==> config.mk <==
export PLATFORM = sky130hd
export DESIGN_NAME = boot_load_sequencer
export DESIGN_NICKNAME = d
export VERILOG_FILES = /design/src/rtl/boot_load_sequencer.sv
export SDC_FILE = /design/constraint.sdc
export NUM_CORES = 1
export LEC_CHECK = 0
export ABC_AREA = 1
export BUFFER_PORTS_ARGS = -buffer_cell sky130_fd_sc_hd__buf_2
export CAP_MARGIN = 0
export CORE_MARGIN = 5
export CORE_UTILIZATION = 40
export DETAILED_ROUTE_END_ITERATION = 10
export PLACE_DENSITY = 0.75
export SLEW_MARGIN = 25
export SYNTH_ARGS = -nofsm -noshare
export SYNTH_HDL_FRONTEND = slang
export SYNTH_SLANG_ARGS = --single-unit
==> constraint.sdc <==
create_clock -name clk -period 2.85 [get_ports clk]
set_input_delay 0.4275 -clock clk [delete_from_list [all_inputs] [get_ports clk]]
set_output_delay 0.4275 -clock clk [all_outputs]
set_load 0.03 [all_outputs]
==> src/rtl/boot_load_sequencer.sv <==
// boot_load_sequencer: streams program words into shared memory,
// then releases controller and node resets in order.
module boot_load_sequencer #(
    parameter int AXI_ADDR_WIDTH = 32,
    parameter int AXI_DATA_WIDTH = 32,
    parameter int MEM_SIZE       = 4096,
    parameter int SETTLE_CYCLES  = 2,
    parameter int NODE_DELAY     = 4
) (
    input  logic                        clk,
    input  logic                        res_n,
    input  logic                        start,
    input  logic                        src_valid,
    input  logic [AXI_DATA_WIDTH-1:0]   src_data,
    output logic                        src_ready,
    output logic                        we_ext,
    output logic [AXI_ADDR_WIDTH-1:0]   dload_addr,
    output logic [AXI_DATA_WIDTH-1:0]   dload_data,
    output logic                        res_n_controller,
    output logic                        res_n_nodes,
    output logic                        busy,
    output logic                        done,
    output logic [$clog2(MEM_SIZE):0]   load_count
);

    localparam int LCW     = $clog2(MEM_SIZE) + 1;
    localparam int DLY_MAX = (SETTLE_CYCLES > NODE_DELAY) ?
                             SETTLE_CYCLES : NODE_DELAY;
    localparam int CW      = $clog2(DLY_MAX) + 1;

    typedef enum logic [2:0] {
        IDLE,
        LOAD,
        SETTLE,
        REL_CTRL,
        RUN
    } state_t;

    state_t        state;
    state_t        next_state;
    logic [CW-1:0] dly;
    logic          accept;
    logic          last_beat;

    assign src_ready = (state == LOAD);
    assign busy      = (state == LOAD) || (state == SETTLE) ||
                       (state == REL_CTRL);
    assign accept    = src_valid & src_ready;
    assign last_beat = accept && (load_count == LCW'(MEM_SIZE - 1));

    // State register
    always_ff @(posedge clk or negedge res_n) begin
        if (!res_n) state <= IDLE;
        else        state <= next_state;
    end

    // Next-state decode; start is only honoured in IDLE and RUN
    always_comb begin
        next_state = state;
        unique case (state)
            IDLE:     if (start)       next_state = LOAD;
            LOAD:     if (last_beat)   next_state = SETTLE;
            SETTLE:   if (dly == '0)   next_state = REL_CTRL;
            REL_CTRL: if (dly == '0)   next_state = RUN;
            RUN:      if (start)       next_state = LOAD;
            default:                   next_state = IDLE;
        endcase
    end

    // Down-counter timing the settle and node-release windows
    always_ff @(posedge clk or negedge res_n) begin
        if (!res_n) begin
            dly <= '0;
        end else if (state == LOAD && next_state == SETTLE) begin
            dly <= CW'(SETTLE_CYCLES - 1);
        end else if (state == SETTLE && next_state == REL_CTRL) begin
            dly <= CW'(NODE_DELAY - 1);
        end else if (dly != '0) begin
            dly <= dly - CW'(1);
        end
    end

    // Word counter; doubles as the preload address of the next beat
    always_ff @(posedge clk or negedge res_n) begin
        if (!res_n) begin
            load_count <= '0;
        end else if (state == IDLE || (state == RUN && start)) begin
            load_count <= '0;
        end else if (accept) begin
            load_count <= load_count + LCW'(1);
        end
    end

    // Preload port: one registered write per accepted beat, else zeros
    always_ff @(posedge clk or negedge res_n) begin
        if (!res_n) begin
            we_ext     <= 1'b0;
            dload_addr <= '0;
            dload_data <= '0;
        end else if (accept) begin
            we_ext     <= 1'b1;
            dload_addr <= AXI_ADDR_WIDTH'(load_count);
            dload_data <= src_data;
        end else begin
            we_ext     <= 1'b0;
            dload_addr <= '0;
            dload_data <= '0;
        end
    end

    // Reset releases and done, registered from the upcoming state
    always_ff @(posedge clk or negedge res_n) begin
        if (!res_n) begin
            res_n_controller <= 1'b0;
            res_n_nodes      <= 1'b0;
            done             <= 1'b0;
        end else begin
            res_n_controller <= (next_state == REL_CTRL) ||
                                (next_state == RUN);
            res_n_nodes      <= (next_state == RUN);
            done             <= (next_state == RUN);
        end
    end

endmodule

==> results of run 1 <==
==> cell type report <==
cell class                      count  area [sq um]
Sequential cell                    67          1677
Clock inverter                      2         35.03
Tap cell                           96         120.1
Timing Repair Buffer              101         523.0
Inverter                           64         240.2
Fill cell                         640          3269
Clock buffer                       12         165.2
Multi-Input combinational cell    171         802.0
==> placed cells by master (no fill, tap or decap), types with 2 or more instances in the layout <==
master / n
o21ai_1: 2
conb_1: 19
buf_2: 99
nand3_1: 10
nand4_1: 4
dfrtp_1: 67
clkbuf_8: 12
nand2_1: 36
inv_2: 6
nor2_4: 4
nor2_1: 64
a21oi_1: 7
inv_1: 58
xor2_1: 2
o22ai_1: 2
ha_1: 3
o21ai_0: 5
nor3_1: 7
==> cell usage after synthesis <==
cell and n:
dfrtp_1 67, nor2_1 64, inv_1 58, nand2_1 36, buf_4 20, nand3_1 10, a21oi_1 7, nor3_1 7
inv_2 6, buf_2 5, o21ai_0 5, nand4_1 4, nor2_4 4, ha_1 3, o21ai_1 2, o22ai_1 2
xor2_1 2, a211oi_1 1, conb_1 1, nand2_2 1, nand3b_2 1, nand4_4 1, nor2_2 1, nor3_2 1
==> worst max path at each step <==
stage | startpoint | to | slack, ps | cells past startpoint
2_1_floorplan | load_count[0] | res_n_controller | 1280 | 10
6_report | state[1] | src_ready | 1170 | 4
4_1_cts | state[1] | src_ready | 1160 | 4
3_3_place_gp | src_valid | res_n_controller | 1230 | 7
3_5_place_dp | src_valid | res_n_controller | 1210 | 7
5_1_grt | state[1] | res_n_controller | 1060 | 7
==> metal layers <==
metal / part of all wire (%) / vias up / wire length (um)
met3: 9.8 / 10 / 597
met1: 44 / 1015 / 2659
met2: 45 / 99 / 2738
li1: - / 1090 / -
met5: 0 / - / 0
met4: 1.9 / 0 / 116
==> report_power, final <==
| part | switching [uW] | internal [uW] |
|---|---|---|
| combinational | 351 | 118 |
| sequential | 44.0 | 1020 |
| clock | 332 | 464 |
==> flip-flops by register name, indices dropped and copies added (netlist names) <==
register          cells
dly                   3
res_n_controller      1
done                  1
state                 3
we_ext                1
dload_data           32
dload_addr           13
load_count           13
==> critical path, delay by kind of cell (launching register included) <==
family	cells	cell delay, ps
AND/OR/NAND/NOR	1	90
flip-flops	1	400
buffers and inverters	3	420
==> kinds of logic (layout without fill, tap and decap cells) <==
logic type | after synthesis | count (layout)
XOR/XNOR | 2 | 2
buffers and inverters | 89 | 179
AO/OA/AOI/OAI | 17 | 17
adder cells (fa/ha/maj) | 3 | 3
AND/OR/NAND/NOR | 130 | 130
flip-flops | 67 | 67
other | 1 | 19
==> metrics by stage <==
stage	utilization (%)	total power, uW
final	52.14	2333
after floorplan	-	1420
after global placement	49.21	1555
after global routing	52.14	2443
after detailed placement	49.21	1561
after CTS	52.14	2360
==> metrics.txt, run 1 <==
status finished, final reports clean; Max Fanout on Critical Path 3; hpwl dp around 4600 um; Static Leak 0.002076 uW; maximum VDD drop 257.2 uV; Die H roughly 94 um; Hold Buf Count CTS 0; flop-to-flop setup slack 1230 ps; slowest CP cell dfrtp_1; mux contribution to synthesized area 0%; post_cts resized 0; GRT Total Usage between 10 and 15%; drt total wl ~6100 um; final antenna-violating net count 0; routed vias/inst roughly 4.3; # H-tree levels 3; average size of a mapped cell 9.147 sq um; Setup crit end kind output port; TritonCTS clock tree done; Post-Synth XOR/XNOR Area 0.6197%; post-synth design cell area between 2000 and 3000 sq um; Reg clk slew, reported paths roughly 70 ps; Setup violations, final 0; FF-to-FF End res_n_controller; Worst Hold Class in2async; area fraction in and, or, nand and nor cells after synthesis between 20% and 30%; met3 Usage GRT 4.728%; layout cell share with drive strength beyond 1 31.18%; cts bufs inserted 9; Nets 453; flops & latches, synth 67; clock insertion delay at the later pin of the skew report 340 ps; antenna violations before repair 0; Pre-antenna DRT Iters 4; final weighted congestion in routability-driven placement 0.8104; diode count 0; Top Usage Layer GRT met2; area delta synth->final 26.03%; worst slack, placed 1209 ps; compound-cell area share of the yosys netlist between 3 and 4%; core area ~7000 sq um; CP Cell Sequence inv_1, nand3_1, inv_1, buf_2; io pins around 120; Yosys Warn Count 0; Starting Density 41.37%; Setup CP Type reg2out; Sum Neg Setup Slack 0 ps; Placed Area around 3400 sq um; Synth top area share 59.32%; IO buf count between 90 and 100; post-synthesis adder-cell area fraction 1.328%; sequential element share of the synthesized area roughly 59%; minimum clock period between 1500 and 2000 ps; Global Route met1 Usage roughly 17%; clk sinks 67; initial DRC count about 120; GRT overflow 0; Netlist cell types 24; vias in the first global route roughly 2.1k; CTS Buffer Depth 2; DRC 0; Die Width roughly 94 um; worst setup margin around 1200 ps; Hold Fails Final Rpt 0; global-route wire length before repair approximately 9800 um; period utilization 58.99%; f_max slightly below 0.6 GHz; arrival time at the worst endpoint approximately 1300 ps; WL/cell 11.91 um; die area 8847 sq um; Worst path most repeated cell inv_1; max cap viols 0; Yosys top cell by area dfrtp_1; vias after detailed routing 2214; RSZ-0062 raised after global routing no; Mapped Cells about 310; dominant cells by area after synthesis dfrtp_1, nor2_1, inv_1; Startpoint Class flop; Final Max Slew Viols 0; largest net degree at the start of global routing roughly 70; met2 Usage GRT between 20% and 30%; launch point of the worst reg-to-reg path state[1]; setup bufs post-CTS 0; Root Buffer clkbuf_8; CP peak stage delay about 400 ps; # placed instances about 500; Post-Layout Cell Count 513; cell row count 30; Design Area, Final around 3600 sq um; largest family of logic cells by synthesized area simple AND/OR/NAND/NOR gates; worst hold margin 99.55 ps; PwrDens roughly 650 nW/um^2; CP required ~2400 ps; Clock Skew between 7 and 8 ps; cells on worst reg2reg path 7
Power figures use the tool's default switching activity.
==> run 2, diff against run 1 <==
--- a/config.mk
+++ b/config.mk
@@ -5,7 +5,7 @@
 export SDC_FILE = /design/constraint.sdc
 export NUM_CORES = 1
 export LEC_CHECK = 0
-export ABC_AREA = 1
+export ABC_AREA = 0
 export BUFFER_PORTS_ARGS = -buffer_cell sky130_fd_sc_hd__buf_2
 export CAP_MARGIN = 0
 export CORE_MARGIN = 5
==> constraint.sdc (replaced) <==
create_clock -name clk -period 1.7 [get_ports clk]
set_input_delay 0.255 -clock clk [delete_from_list [all_inputs] [get_ports clk]]
set_output_delay 0.255 -clock clk [all_outputs]
set_load 0.03 [all_outputs]
==> run 2 against run 1 <==
Effect of this change:
- core utilization is 1.3 points higher
- global-route usage up 0.23 points
- worst hold slack improved by 11 ps
- power rose by 75%
- wire length down 3.2%
- critical path type unchanged
- highest routed layer unchanged
==> metrics.txt, run 2 <==
status finished, final reports clean; CP Cell Sequence or3b_2, inv_2, buf_6; CTS Buffer Depth 2 (unchanged); prevailing post-synth register cell dfrtp_1; WL/cell 13.73 um (+15%); # placed instances 410 (-18%); io pins 119 (unchanged); Nets 385 (-15%); TritonCTS clock tree done; Buf/Inv on CP 2 (-1); most common library cell in the layout ignoring fill and taps buf_2; total power 4082 uW (+75%); vias in the first global route 1921 (-9.2%); antenna violations before repair 0 (unchanged); Worst Hold Class in2reg; CP peak stage delay 480 ps (+80 ps); DRC 0 (unchanged); routed vias/inst 4.408 (+2.1%); Slew @ Worst Pin about 540 ps; clk sinks 67 (unchanged); post-layout util 53.45% (+1.3 points); vias after detailed routing 1900 (-14%); Root Buffer clkbuf_8; Starting Density 40.43% (-0.94 points); sequential element share of the synthesized area 62.07% (+2.7 points); cell row count 30 (unchanged); diode count 0 (unchanged); global-route wire length before repair 9528 um (-2.5%); Netlist cell types 31 (+29%); cts bufs inserted 9 (unchanged); Most flops, register dload_data; max reg flops 32 (unchanged); Worst slew margin ~64%; most common cell in the netlist dfrtp_1; asr flop ratio synth 100.0% (unchanged); final antenna-violating net count 0 (unchanged); layout cell share with drive strength beyond 1 40.46% (+9.3 points); commonest non-fill, non-tap cells in the layout buf_2, dfrtp_1, and2_1, conb_1, nor2_1; Setup crit end kind output port; area delta synth->final 32.19%; Final Max Slew Viols 0 (unchanged); CP required 1440 ps (-980 ps); Startpoint Class flop; average size of a mapped cell 11.85 sq um (+30%); core area 6681 sq um (-2.2%); EDFF count, synth 0 (unchanged); arrival time at the worst endpoint 1420 ps (+170 ps); Yosys Warn Count 0 (unchanged); GRT Total Usage 14.64% (+0.23 points); Setup CP Type reg2out; period utilization ~100%; post-synth design cell area 2701 sq um (-4.4%); GRT overflow 0 (unchanged); biggest regs dload_data x32, dload_addr x13, load_count x13; IO buf count 99 (unchanged); Die H 92.18 um (-2.0%); RSZ-0062 raised after global routing yes; die area 8497 sq um (-4.0%); hpwl dp 4311 um (-5.6%); Die Width 92.18 um (-2.0%); Reg clk slew, reported paths 70 ps (about the same); PwrDens 1143 nW/um^2 (+75%); Mapped Cells 228 (-26%); Synth top area share 62.07% (+2.7 points); Placed Area 3284 sq um (-2.3%); f_max just under 0.6 GHz; Design Area, Final 3571 sq um (+0.25%); slowest CP cell or3b_2; minimum clock period 1675 ps; Clock Skew 5.182 ps (-2.191 ps); Post-Layout Cell Count 431 (-16%); clock insertion delay at the later pin of the skew report 340 ps (about the same); Static Leak 0.001948 uW (-6.2%); dominant cells by area after synthesis dfrtp_1, and2_1, buf_4; max cap viols 0 (unchanged); Setup violations, final 0 (unchanged); final weighted congestion in routability-driven placement 0.8525 (+5.2%); Pre-antenna DRT Iters 4 (unchanged); top cells by count, synth dfrtp_1, and2_1, buf_4, nor2_1, xnor2_1; drt total wl 5918 um (-3.2%); initial DRC count 35 (-70%); largest net degree at the start of global routing 37 (-46%); Max Fanout on Critical Path 4 (+1); maximum VDD drop 501.5 uV (+95%); Hold Fails Final Rpt 0 (unchanged); Yosys top cell by area dfrtp_1; crit-path leading delay family simple AND/OR/NAND/NOR gates; # H-tree levels 3 (unchanged); flops & latches, synth 67 (unchanged)
[run 2: layout make-up]
class                   count  area [sq um]
clock inverters             4         72.57
inverters                   6         22.52
well taps                  80         100.1
repair buffers            117         651.9
multi-input cells         145         889.6
clock buffers              12         155.1
flip-flops and latches     67          1679
fillers                   595          3110
[run 2: what timing repair did]
action	CTS	global route
resized for setup	1	4
hold buffers	1	0
endpoints found under the setup margin	1	3
buffers inserted	4	0
endpoints found under the hold margin	20	0
[run 2: path summary, 6_finish.rpt]
path	startpoint	endpoint	slack [ps]	cells after the start
max	state[2]	src_ready	20	3
min	src_data[8]	dload_data[8]	110	2
max reg2reg	state[1]	load_count[9]	70	6
min reg2reg	load_count[1]	dload_addr[1]	570	1
max in group asynchronous	res_n	dload_data[27]	670	3
min in group asynchronous	res_n	load_count[3]	460	2
[run 2: worst reg2reg max path, cell delays in order, from the launching register on]
cell	delay (ps)
dfrtp_1	380
buf_4	150
nand4bb_4	220
buf_4	210
nor4_1	330
xnor2_1	180
nor2_2	50
[run 2: routing by layer]
metal | global-route usage, % | part of all wire (%) | vias up
met5 | 0 | 0 | -
li1 | - | - | 927
met3 | 5.496 | 8.7 | 4
met1 | 18.58 | 44 | 873
met2 | 22.57 | 47 | 96
met4 | 5.941 | 0.81 | 0
[run 2: kinds of logic (layout without fill, tap and decap cells)]
| group | after synthesis | count (layout) | share of synthesized area, % |
|---|---|---|---|
| AO/OA/AOI/OAI | 9 | 9 | 2.038 |
| XOR/XNOR | 13 | 13 | 4.215 |
| adder cells (fa/ha/maj) | 3 | 3 | 1.390 |
| buffers and inverters | 34 | 139 | 7.966 |
| flip-flops | 67 | 67 | 62.07 |
| multiplexers | 1 | 1 | 0.3706 |
| other | 1 | 19 | 0.1388 |
| AND/OR/NAND/NOR | 100 | 100 | 21.82 |
[run 2: per-stage QoR]
stage                     TNS, ps  hold slack (ps)  worst slack, ps
final                           0            110.4            24.70
after global routing       -56.81            99.66           -22.66
after CTS                       0            97.10            5.415
after detailed placement        0            261.0            102.1
after global placement          0            266.1            142.7
after floorplan                 0           -40.59            41.35
[run 2: report_power, final]
group | total (uW) | leakage [uW] | internal (uW) | switching, uW
registers | 1780 | 0.000891 | 1710 | 62.7
logic | 815 | 0.000944 | 254 | 561
clock network | 1490 | 0.000113 | 904 | 587
==> run 3, diff against run 2 <==
--- a/config.mk
+++ b/config.mk
@@ -5,7 +5,7 @@
 export SDC_FILE = /design/constraint.sdc
 export NUM_CORES = 1
 export LEC_CHECK = 0
-export ABC_AREA = 0
+export ABC_AREA = 1
 export BUFFER_PORTS_ARGS = -buffer_cell sky130_fd_sc_hd__buf_2
 export CAP_MARGIN = 0
 export CORE_MARGIN = 5
==> run 3 against run 2 <==
Effect of this change:
- core utilization decreased by 1.1 points
- first-iteration DRC count increased to 2.5 times the previous value
- die area increased by 4.1%
- clock skew increased by 6.4 ps
- worst hold slack improved by 4.7 ps
- sequential power about the same
- fmax increased by 11%
- combinational power decreased by 2%
- critical endpoint is now load_count[8]
- largest cell class unchanged
- count of clock-buffer cells in the layout unchanged
- largest power group unchanged
- clock power decreased by 16%
- register-to-register slack improved by 120 ps
- final area about the same
==> metrics.txt, run 3 (synthesis gave the netlist of run 1 again) <==
status finished, final reports clean; # H-tree levels 3 (unchanged); Starting Density 41.37% (+0.94 points); Startpoint Class flop; Sw Ratio 32.35% (+2.7 points); Worst path most repeated cell nand2_1; IO buf count 99 (unchanged); initial DRC count 88 (+150%); most common library cell in the layout ignoring fill and taps buf_2; Setup CP Type reg2reg; Setup crit end kind flop; vias in the first global route 2111 (+9.9%); Nets 456 (+18%); Worst Hold Class in2reg; CP peak stage delay 430 ps (-50 ps); Clock Skew 11.56 ps (+6.382 ps); maximum VDD drop 444.6 uV (-11%); Sum Neg Setup Slack 0 ps (unchanged); Static Leak 0.002076 uW (+6.6%); CP required 1950 ps (+510 ps); clock share of power 32.6% (-3.9 points); max cap viols 0 (unchanged); Max Fanout on Critical Path 6 (+2); final antenna-violating net count 0 (unchanged); max reg flops 32 (unchanged); Die Width 94.06 um (+2.0%); core area 6832 sq um (+2.2%); biggest regs dload_data x32, dload_addr x13, load_count x13; NetSw 1242 uW (+2.6%); GRT overflow 0 (unchanged); Pre-antenna DRT Iters 4 (unchanged); CP Cell Sequence ha_1, nand2_1, nor2_4, nand2_1, nor2_1, nand2_1, nand2_1, nand2_1, a21oi_1; die area 8847 sq um (+4.1%); Hold Fails Final Rpt 0 (unchanged); GRT Total Usage 14.63% (about the same); commonest non-fill, non-tap cells in the layout buf_2, dfrtp_1, nor2_1, inv_1, nand2_1; worst hold margin 115.1 ps (+4.721 ps); Buf/Inv on CP 0 (-2); Setup violations, final 0 (unchanged); DRC 0 (unchanged); PwrDens 1074 nW/um^2 (-6.0%); # placed instances 501 (+22%); RSZ-0062 raised after global routing no; crit-path leading delay family simple AND/OR/NAND/NOR gates; Post-Layout Cell Count 518 (+20%); post_cts resized 0 (-1); routed vias/inst 4.278 (-3.0%); Hold Buf Count CTS 1 (unchanged); Root Buffer clkbuf_8; cts bufs inserted 9 (unchanged); period utilization 88.80% (-9.7 points); antenna violations before repair 0 (unchanged); total power 3840 uW (-5.9%); final weighted congestion in routability-driven placement 0.8074 (-5.3%); Final Max Slew Viols 0 (unchanged); clk sinks 67 (unchanged); arrival time at the worst endpoint 1760 ps (+340 ps); global-route wire length before repair 9936 um (+4.3%); Die H 94.06 um (+2.0%); setup bufs post-CTS 0 (-4); TritonCTS clock tree done; slowest CP cell dfrtp_1; Most flops, register dload_data; Combinational Power Share 20.9% (+0.9 points); power share of the sequential group 46.6% (+3.1 points); io pins 119 (unchanged); largest net degree at the start of global routing 68 (+84%); clock insertion delay at the later pin of the skew report 340 ps (about the same); cell row count 30 (unchanged); diode count 0 (unchanged); area delta synth->final 26.43%; Reg clk slew, reported paths 70 ps (about the same); minimum clock period 1510 ps (-165.7 ps); drt total wl 6256 um (+5.7%); CTS Buffer Depth 2 (unchanged); hpwl dp 4758 um (+10%); vias after detailed routing 2216 (+17%); internal power 2597 uW (-9.5%); layout cell share with drive strength beyond 1 31.04% (-9.4 points); f_max 0.6624 GHz (+11%); WL/cell 12.08 um (-12%)
[run 3: cell types whose count changed in the layout (fill, tap and decap cells not counted), sizes merged, moves of 3 or more]
cell / before / now
nor4: 6 / 0
nand2: 10 / 37
and2: 43 / 0
nor2: 19 / 69
nor2b: 3 / 0
nand3: 3 / 10
o21ai: 4 / 7
nor3: 5 / 8
xnor2: 11 / 0
buf: 116 / 103
inv: 6 / 64
a21oi: 1 / 7
[run 3: power groups by stage]
stage | sequential, uW | combinational (uW) | clock [uW]
after floorplan | 2060 | 320 | 0
after global placement | 1810 | 802 | 0
after detailed placement | 1820 | 809 | 0
after CTS | 1790 | 814 | 1290
after global routing | 1800 | 876 | 1360
final | 1790 | 801 | 1250
[run 3: area by class of cell]
cell class / instances / area [sq um]
clock buffers: 12 / 135.1
clock inverters: 4 / 51.30
fillers: 642 / 3258
inverters: 64 / 240.2
multi-input cells: 171 / 802.0
flip-flops and latches: 67 / 1677
well taps: 96 / 120.1
repair buffers: 104 / 548.0
[run 3: worst paths after layout]
check | slack (ps) | startpoint | to | cells past startpoint
hold / removal | 120 | src_data[23] | dload_data[23] | 3
hold reg to reg | 530 | dly[1] | dly[1] | 2
setup / recovery | 190 | load_count[0] | load_count[8] | 9
min in group asynchronous | 480 | res_n | dload_data[16] | 3
setup reg to reg | 190 | load_count[0] | load_count[8] | 9
max in group asynchronous | 930 | res_n | dload_addr[8] | 3
[run 3: worst min-delay path: stages]
cell    delay, ps
buf_2          90
inv_1          40
nor2_1         30
[run 3: through the flow]
| stage | worst slack, ps | instance area (sq um) | utilization (%) |
|---|---|---|---|
| finish | 190.4 | 3573 | 52.31 |
| global route | 19.85 | 3573 | 52.31 |
| CTS | 199.4 | 3573 | 52.31 |
| detailed placement | 213.6 | 3377 | 49.43 |
| global placement | 279.9 | 3377 | 49.43 |
| floorplan | 127.8 | 2894 | - |
[run 3: per-layer routing]
metal  GRT usage, %  share of wire (%)  vias to the layer above
met2          24.42                 46                       98
met1          17.39                 42                     1011
met4          6.859                1.8                        0
li1               -                  -                     1096
met5              0                  0                        -
met3          4.087                9.9                       11
